### config.mk
export PLATFORM = sky130hd
export DESIGN_NAME = parity_check_arbiter
export DESIGN_NICKNAME = d
export VERILOG_FILES = /design/src/rtl/parity_check_arbiter.sv
export SDC_FILE = /design/constraint.sdc
export NUM_CORES = 1
export LEC_CHECK = 0
export ABC_AREA = 1
export CAP_MARGIN = 10
export CORE_MARGIN = 4
export CORE_UTILIZATION = 32
export CTS_CLUSTER_SIZE = 10
export DETAILED_ROUTE_END_ITERATION = 10
export DONT_BUFFER_PORTS = 1
export MAX_ROUTING_LAYER = met4
export PLACE_DENSITY = 0.44
export SYNTH_ARGS = -nofsm -noshare
export SYNTH_HDL_FRONTEND = slang
export SYNTH_SLANG_ARGS = --single-unit
export TNS_END_PERCENT = 20
### constraint.sdc
create_clock -name clk -period 2.6 [get_ports clk]
set_input_delay 0.52 -clock clk [delete_from_list [all_inputs] [get_ports clk]]
set_output_delay 0.52 -clock clk [all_outputs]
set_load 0.01 [all_outputs]
### src/rtl/parity_check_arbiter.sv
// parity_check_arbiter
// Two byte sources share one even-parity check stage. A round-robin arbiter
// grants one requester at a time and returns a one-cycle response to it.
// Each requester has a saturating error counter for link-quality monitoring.
// A byte is correct when its parity bit equals the XOR of its data bits.

module parity_check_arbiter #(
   parameter int CNT_W = 8
) (
   input  logic             clk,
   input  logic             rst_n,
   input  logic             req0_valid,
   input  logic [7:0]       req0_data,
   input  logic             req0_parity,
   output logic             req0_ready,
   input  logic             req1_valid,
   input  logic [7:0]       req1_data,
   input  logic             req1_parity,
   output logic             req1_ready,
   output logic             rsp0_valid,
   output logic             rsp0_error,
   output logic             rsp1_valid,
   output logic             rsp1_error,
   output logic [CNT_W-1:0] err_cnt0,
   output logic [CNT_W-1:0] err_cnt1,
   input  logic             clr_cnt,
   output logic             busy,
   output logic             last_grant
);

   typedef enum logic [1:0] {
      IDLE  = 2'd0,
      CHECK = 2'd1,
      RESP  = 2'd2
   } state_t;

   localparam logic [CNT_W-1:0] CntOne = CNT_W'(1);
   localparam logic [CNT_W-1:0] CntMax = '1;

   state_t           state_q;
   logic             lastGrant_q;
   logic [7:0]       data_q;
   logic             parity_q;
   logic             idx_q;
   logic             err_q;
   logic             rsp0Valid_q;
   logic             rsp1Valid_q;
   logic             rsp0Error_q;
   logic             rsp1Error_q;
   logic [CNT_W-1:0] errCnt0_q;
   logic [CNT_W-1:0] errCnt1_q;

   logic             sel;
   logic             grant0;
   logic             grant1;
   logic             handshake;
   logic             checkErr;

   // Round-robin selection: a lone valid requester wins outright, otherwise
   // the requester that was not granted last time goes next.
   always_comb begin
      sel = 1'b0;
      if (req0_valid && req1_valid) begin
         sel = ~lastGrant_q;
      end else begin
         sel = req1_valid;
      end
      grant0    = (state_q == IDLE) && req0_valid && !sel;
      grant1    = (state_q == IDLE) && req1_valid && sel;
      handshake = grant0 || grant1;
      checkErr  = (^data_q) ^ parity_q;
   end

   assign req0_ready = grant0;
   assign req1_ready = grant1;
   assign rsp0_valid = rsp0Valid_q;
   assign rsp1_valid = rsp1Valid_q;
   assign rsp0_error = rsp0Error_q;
   assign rsp1_error = rsp1Error_q;
   assign err_cnt0   = errCnt0_q;
   assign err_cnt1   = errCnt1_q;
   assign busy       = (state_q != IDLE);
   assign last_grant = lastGrant_q;

   // Transaction sequencer: capture on handshake, check, then pulse the
   // response for the captured requester; reset discards anything in flight.
   always_ff @(posedge clk or negedge rst_n) begin
      if (!rst_n) begin
         state_q     <= IDLE;
         lastGrant_q <= 1'b1;
         data_q      <= 8'h00;
         parity_q    <= 1'b0;
         idx_q       <= 1'b0;
         err_q       <= 1'b0;
         rsp0Valid_q <= 1'b0;
         rsp1Valid_q <= 1'b0;
         rsp0Error_q <= 1'b0;
         rsp1Error_q <= 1'b0;
      end else begin
         rsp0Valid_q <= 1'b0;
         rsp1Valid_q <= 1'b0;
         rsp0Error_q <= 1'b0;
         rsp1Error_q <= 1'b0;
         case (state_q)
            IDLE: begin
               if (handshake) begin
                  data_q      <= sel ? req1_data : req0_data;
                  parity_q    <= sel ? req1_parity : req0_parity;
                  idx_q       <= sel;
                  lastGrant_q <= sel;
                  state_q     <= CHECK;
               end
            end
            CHECK: begin
               err_q       <= checkErr;
               rsp0Valid_q <= !idx_q;
               rsp1Valid_q <= idx_q;
               rsp0Error_q <= !idx_q && checkErr;
               rsp1Error_q <= idx_q && checkErr;
               state_q     <= RESP;
            end
            RESP: begin
               state_q <= IDLE;
            end
            default: begin
               state_q <= IDLE;
            end
         endcase
      end
   end

   // Saturating per-requester error counters; a clear wins over an increment.
   always_ff @(posedge clk or negedge rst_n) begin
      if (!rst_n) begin
         errCnt0_q <= '0;
         errCnt1_q <= '0;
      end else if (clr_cnt) begin
         errCnt0_q <= '0;
         errCnt1_q <= '0;
      end else if ((state_q == RESP) && err_q) begin
         if (!idx_q && (errCnt0_q != CntMax)) begin
            errCnt0_q <= errCnt0_q + CntOne;
         end
         if (idx_q && (errCnt1_q != CntMax)) begin
            errCnt1_q <= errCnt1_q + CntOne;
         end
      end
   end

endmodule
# ---- After elaboration in Yosys (flattened, before gate mapping)
# Cells that the tools add are included.
dict set report word_totals {
  regBits 34
  in_bits 23
  output_inout_bits 24
}
dict set report op_classes {
  n_addsub 2
  eq_ne 5
  muxes 15
  n_bitwise 2
  n_reduce_logical 22
}
# operator count
set ops {}
lappend ops {{8-bit two-way mux} 7}
lappend ops {{8-bit by 1-bit adder with 8-bit output (second input constant)} 2}
lappend ops {{8-bit != test (second input constant)} 2}
lappend ops {{1-bit logical AND} 10}
lappend ops {{2-bit nonzero test} 4}
lappend ops {{8-bit parity} 1}
lappend ops {{1-bit two-way mux} 6}
lappend ops {{2-bit AND reduction} 3}
lappend ops {{2-bit one-hot mux with 2 select lines} 1}
lappend ops {{2-bit by 1-bit equality test with 1-bit output (second input constant)} 1}
lappend ops {{2-bit equality test (second input constant)} 1}
lappend ops {{1-bit zero test} 2}
lappend ops {{2-bit zero test} 1}
lappend ops {{2-bit two-way mux} 1}
lappend ops {{2-bit != test (second input constant)} 1}
lappend ops {{1-bit logical OR} 1}
lappend ops {{1-bit NOT} 1}
lappend ops {{1-bit XOR} 1}

# ---- Longest topological paths before layout
# Gate-level depths: netlist of the first run.
dict set report logic_depth {
  depth_word 7
  ltp_mapped 9
  mapped_depth_nobuf 9
}

# ---- Worst setup path after synthesis of the first run
# No wires, ideal clock.
dict set report synth_path {
  path_kind {register to output}
  from {register lastGrant_q (netlist: last_grant)}
  to {output port req0_ready}
  arrival_ps 1145
  required_time_ps 2080
  path_slack_ps 935
  stages_incl_launch_ff 6
  path_cell_list {dfstp_2 nand2_1 nand2_1 buf_2 inv_2 nor2_1}
}
dict set report synth_via {
  elab_chain_len 4
}
# item line_no
set synth_rtl {}
lappend synth_rtl {{start, declared} 41} ;# logic lastGrant_q;
lappend synth_rtl {{start signal, assigned} 110} ;# lastGrant_q <= sel;
lappend synth_rtl {{1-bit NOT} 64} ;# sel = ~lastGrant_q;
lappend synth_rtl {{1-bit two-way mux} 63} ;# if (req0_valid && req1_valid) begin
lappend synth_rtl {{1-bit zero test} 68} ;# grant0 = (state_q == IDLE) && req0_valid && !sel;
lappend synth_rtl {{1-bit logical AND} 68}
lappend synth_rtl {{end, declared} 15} ;# output logic req0_ready,
# Every way passes these cells.

# ---- Final worst setup path of the first run
# Same ends and word-level chain as after synthesis.

==> summary.md, run 1 <==
| Metric | Value |
|---|---|
| Status | finished, final reports clean |
| FP Rows | 27 |
| CTS tree | built |
| Final Slew Violations | 0 |
| Core box area | 5507 µm² |
| Worst Path Required | 2080 ps |
| Final setup vio count | 0 |
| Asr flop ratio synth | 100.0% |
| Final HPWL DP | 2902 µm |
| CP max FO | 11 |
| Setup TNS | 0 ps |
| Final RePlAce weighted congestion | 0.7447 |
| Clk buf depth | 2 |
| Area share of the leading cell type in the synthesized netlist | 45.67% |
| Nets | 265 |
| # diodes | 0 |
| Seq/Total Area, Yosys | 47.13% |
| Pin count of the biggest net entering global routing | 34 |
| RSZ-0062 raised after global routing | false |
| Drt first pass iters | 4 |
| Max cap viols | 0 |
| Final min period | 2226 ps |
| Slew @ Worst Pin | 490.5 ps |
| Final wirelength | 3898 µm |
| Root Driver | clkbuf_8 |
| Congestion Overflow GR | 0 |
| Netlist cell types | 25 |
| Antenna Nets Post-Route | 0 |
| Placed inst area | 1877 µm² |
| Clock skew | 6.657 ps |
| First-iteration detailed-routing DRC count | 32 |
| Vias in the first global route | 1474 |
| Fillcell total | 582 |
| Ratio of cells with drive above 1 in the final layout | 12.03% |
| Total number of vias | 1442 |
| Starting Density | 32.83% |
| FMAX | 449.3 MHz |
| Post-synth net total | 260 |
| CTS H-tree depth | 2 |
| Post-Synthesis Mean Instance Area | 7.694 µm² |
| Die Area | 6916 µm² |
| Clock-pin slew on the worst setup and hold paths | 80 ps |
| Final Hold Fails | 0 |
| Layout area overhead | 11.21% |
| Die Y | 83.17 µm |
| Post-route cell area | 2011 µm² |
| Pwr per Cell Area | 969.2 nW/µm² |
| Clk sinks | 34 |
| EDFF count, synth | 0 |
| Yosys Warn Count | 0 |
| Synth Register Bits | 34 |
| Hold Crit Class | in -> async |
| Largest area contributor in the netlist | dfrtp_1 |
| Synth Instances | 235 |
| Static Leak | 0.9765 nW |
| DR DRC count | 0 |
| Most instantiated library cell after synthesis | nand2_1 |
| FF-to-FF setup slack | 990 ps |
| Port Buffers | 0 |
| Ys flop type | dfrtp_1 |
| Synth Cell Area | 1808 µm² |
| Multi-input gate area | 817.0 µm² |
| Setup crit end kind | output port |
| TritonCTS Buffers | 5 |
| Crit path launch type | register |
| Later-pin clock latency in the skew report | 290 ps |
| Register Area | 852.1 µm² |
| Drt wl/cell | 12.45 µm |
| WP data arrival | 1710 ps |
| Top-Level Pins | 47 |
| DIE WIDTH | 83.17 µm |
| Kind of critical path | reg -> out |
| Synth cell count leaders | nand2_1, dfrtp_1, nor2_1, inv_1, nand3_1 |
| Worst-case vdd ir drop | 362.8 µV |
| Initial antenna violation count | 0 |
| GRT Overall Usage | 12.63% |
| Final Cycle Share | 85.61% |
| Final Core Density | 36.51% |
| Synth area leaders | dfrtp_1, nand2_1, nor2_1 |
| Max-slew headroom | 67.26% |
| Via/cell ratio | 4.607 |
| First-pass GRT wire length | 6900 µm |
| Total Power | 1.949 mW |
==> metal layers <==
| metal | share of wire [%] | routed length (µm) | vias to the layer above | GRT usage (%) |
|---|---|---|---|---|
| met2 | 45 | 1741 | 39 | 19.10 |
| met1 | 48 | 1871 | 636 | 15.89 |
| li1 | - | - | 763 | - |
| met4 | 1.2 | 46 | 0 | 4.012 |
| met3 | 6.1 | 238 | 4 | 4.365 |
| met5 | 0 | 0 | - | - |
==> report_power, final <==
group	total (mW)	internal, mW	switching [mW]
logic	0.642	0.227	0.415
registers	0.819	0.682	0.137
clock network	0.487	0.285	0.202
total	1.95	1.19	0.754
==> cells by family (layout without fill, tap and decap cells) <==
| family | after synthesis | in the layout | share of synthesized area (%) |
|---|---|---|---|
| xor+xnor | 7 | 7 | 3.391 |
| buf+inv | 33 | 39 | 7.682 |
| flops | 34 | 34 | 47.13 |
| simple gates | 133 | 133 | 31.97 |
| fa+ha+maj | 2 | 2 | 1.384 |
| compound gates | 26 | 26 | 8.443 |
==> layout by cell type, fill, tap and decap left out, drive strengths merged, types with 5 or more instances in the layout <==
cell type / instances
xor2: 5
clkbuf: 5
nand4: 5
nor2: 32
dfrtp: 33
inv: 29
nand2: 72
a31oi: 9
nand3: 23
o21ai: 14
==> sequential cells by signal, indices dropped and copies added (netlist names) <==
name / cells
err_cnt0: 8
err_cnt1: 8
rsp0_valid: 1
data_q: 8
err_q: 1
state_q: 2
rsp1_valid: 1
rsp1_error: 1
rsp0_error: 1
idx_q: 1
parity_q: 1
last_grant: 1
==> worst max-delay path: stages, from the launching register on <==
cell and delay [ps]:
dfstp_2 570, nand2_1 60, nand2_1 300, inv_2 180, nor2_1 310
==> area by class of cell <==
cell class / count / area share (%)
repair buffers: 1 / 0.9956
clock buffers: 5 / 3.423
well taps: 72 / 4.480
clock inverters: 3 / 2.240
flip-flops and latches: 34 / 42.38
multi-input cells: 168 / 40.63
inverters: 30 / 5.849
==> what timing repair did <==
item / in CTS / in global routing
buffers inserted: 0 / 0
gates resized for setup: 0 / 0
hold endpoints to repair: 33 / 0
hold buffers: 1 / 0
==> stage by stage <==
step	hold WS, ps	setup slack (ps)	instances
6_report	54.28	374.2	313
5_1_grt	47.32	161.8	313
4_1_cts	55.60	313.8	313
3_5_place_dp	226.0	637.6	304
3_3_place_gp	225.6	672.6	304
2_1_floorplan	224.4	934.6	235
==> worst paths after layout <==
check / start / to / cells after the start
max in group asynchronous: rst_n / err_cnt0[3] / 1
setup reg to reg: last_grant / idx_q / 5
hold reg to reg: idx_q / rsp0_valid / 1
setup / recovery: last_grant / req0_ready / 4
hold / removal: rst_n / rsp1_valid / 1
min in group clk: clr_cnt / err_cnt0[0] / 1
(Power assumes the default switching activity.)
==> run 2, diff against run 1 <==
Clock period 2.6 ns to 2.06 ns, I/O delays scaled along.
==> run 2 against run 1 <==
Compared with the run above: register-to-register slack worse by 450 ps; core utilization is 0.36 points higher; global-route usage up 0.097 points; total power rose by 27%; non-clock buffer count increased by 3; combinational power increased by 30%; clock skew decreased by 3.1 ps; cell count up 0.96%; sequential share of layout area shrank 0.42 points; count of clock-buffer cells in the layout stayed put; first-iteration DRC count grew 16%; sequential power is 25% higher; largest cell class unchanged; largest power group unchanged.
==> summary.md, run 2 (synthesis gave the netlist of run 1 again) <==
| Metric | Value |
|---|---|
| Status | finished, final reports clean |
| Final setup vio count | 0 (unchanged) |
| # diodes | 0 (unchanged) |
| Setup TNS | 0 ps (unchanged) |
| Slew @ Worst Pin | 477.6 ps (-12.90 ps) |
| Clk buf depth | 2 (unchanged) |
| CTS H-tree depth | 2 (unchanged) |
| CP max FO | 10 (-1) |
| End of the critical path | req0_ready |
| Later-pin clock latency in the skew report | 280 ps (about the same) |
| TritonCTS Buffers | 5 (unchanged) |
| Via/cell ratio | 4.649 (+0.91%) |
| Final Slew Violations | 0 (unchanged) |
| Combinational fraction of design power | 33.9% (+0.9 points) |
| Pin count of the biggest net entering global routing | 35 (+2.9%) |
| Top-Level Pins | 47 (unchanged) |
| Worst hold slack | 182.5 ps (+128.2 ps) |
| Hold path startpoint | clr_cnt |
| Crit path launch type | register |
| Clk sinks | 34 (unchanged) |
| DIE WIDTH | 83.17 µm (unchanged) |
| Placed inst area | 1892 µm² (+0.80%) |
| GRT Overall Usage | 12.73% (+0.097 points) |
| Nets | 268 (+1.1%) |
| DR DRC count | 0 (unchanged) |
| Post-route cell area | 2031 µm² (+1.0%) |
| Sequential Power Share | 41.5% (-0.5 points) |
| Drt first pass iters | 4 (unchanged) |
| Crit path launch | last_grant |
| Kind of critical path | reg -> out |
| Worst R2R Start | err_cnt1[0] |
| Max cap viols | 0 (unchanged) |
| Final Hold Fails | 0 (unchanged) |
| Core box area | 5507 µm² (unchanged) |
| R2R Path End | err_cnt1[2] |
| Root Driver | clkbuf_8 |
| Sw frac | 38.65% (-0.056 points) |
| Clock-pin slew on the worst setup and hold paths | 70 ps (about the same) |
| Starting Density | 32.83% (unchanged) |
| Commonest cells after routing, fill and taps aside | nand2_1, dfrtp_1, nor2_1 |
| R2R depth | 8 (+3) |
| Final HPWL DP | 2951 µm (+1.7%) |
| Max-slew headroom | 68.12% (+0.86 points) |
| Pwr per Cell Area | 1215 nW/µm² (+25%) |
| Layout area overhead | 12.32% |
| Final Core Density | 36.88% (+0.36 points) |
| First-iteration detailed-routing DRC count | 37 (+16%) |
| Static Leak | 0.9982 nW (+2.2%) |
| FMAX | 558.2 MHz |
| Die Y | 83.17 µm (unchanged) |
| Worst-case vdd ir drop | 434.0 µV (+20%) |
| Vias in the first global route | 1408 (-4.5%) |
| Ratio of cells with drive above 1 in the final layout | 12.70% (+0.67 points) |
| Final wirelength | 3901 µm (about the same) |
| Port Buffers | 0 (unchanged) |
| Net switching power | 0.9535 mW (+26%) |
| Fillcell total | 578 (-0.69%) |
| CTS tree | built |
| Die Area | 6916 µm² (unchanged) |
| Final min period | 1791 ps |
| FF-to-FF setup slack | 540 ps (-450 ps) |
| RSZ-0062 raised after global routing | false |
| Antenna Nets Post-Route | 0 (unchanged) |
| Clk pwr share | 24.6% (-0.4 points) |
| Drt wl/cell | 12.34 µm (-0.87%) |
| Hold Crit Class | in -> reg |
| Clock skew | 3.559 ps (-3.098 ps) |
| Setup crit end kind | output port |
| Leading cell type in the layout, fill and taps excluded | nand2_1 |
| WP data arrival | 1380 ps (-330 ps) |
| First-pass GRT wire length | 6934 µm (+0.49%) |
| FP Rows | 27 (unchanged) |
| Final RePlAce weighted congestion | 0.7222 (-3.0%) |
| Total number of vias | 1469 (+1.9%) |
| Congestion Overflow GR | 0 (unchanged) |
| Internal | 1.514 mW (+27%) |
| Total Power | 2.467 mW (+27%) |
| Worst Path Required | 1650 ps (-430 ps) |
| Final Cycle Share | 86.96% |
| Initial antenna violation count | 0 (unchanged) |
run 2: how the worst min path moves through the flow:
stage	endpoint	slack (ps)	depth (start not counted)
after floorplan	data_q[0]	120	0
after global placement	rsp0_error	120	0
after detailed placement	rsp0_error	120	0
after CTS	err_cnt0[0]	170	1
after global routing	err_cnt0[0]	160	1
final	err_cnt0[0]	180	1
run 2: metal layers:
| layer | track usage, % | vias up | share of wire (%) |
|---|---|---|---|
| met5 | - | - | 0 |
| met4 | 4.458 | 0 | 1.8 |
| met3 | 4.861 | 5 | 7.2 |
| met2 | 18.66 | 39 | 44 |
| met1 | 16.06 | 656 | 47 |
| li1 | - | 769 | - |
run 2: metrics by stage:
| step | cells | setup slack, ps |
|---|---|---|
| after floorplan | 235 | 502.6 |
| after global placement | 306 | 527.0 |
| after detailed placement | 306 | 535.3 |
| after CTS | 316 | 230.5 |
| after global routing | 316 | 153.2 |
| final | 316 | 268.6 |
run 2: area by class of cell:
class,count,area (µm²),area share [%]
clock buffer,5,68.82,3.389
clock inverter,3,40.04,1.972
inverter,30,117.6,5.792
multi-input combinational,168,817.0,40.23
sequential,34,852.1,41.96
tap,72,90.09,4.436
timing repair buffer,4,45.04,2.218
run 2: worst max-delay path, cell delays in order (launching register included):
cell and delay (ps):
dfstp_2 570, nand2_1 60, nand2_1 80, inv_2 100, nor2_1 290
run 2: power by group through the flow:
stage          clock, mW  combinational, mW  sequential (mW)
2_1_floorplan          0              0.701             1.01
3_3_place_gp           0              0.833             1.04
3_5_place_dp           0              0.827             1.04
4_1_cts            0.635              0.849             1.03
5_1_grt            0.662              0.979             1.05
6_report           0.607              0.836             1.02
run 2: timing repair:
action                                 CTS  global route
endpoints found under the hold margin   34             0
setup buffers                            0             0
resized for setup                        0             0
hold buffers                             2             0
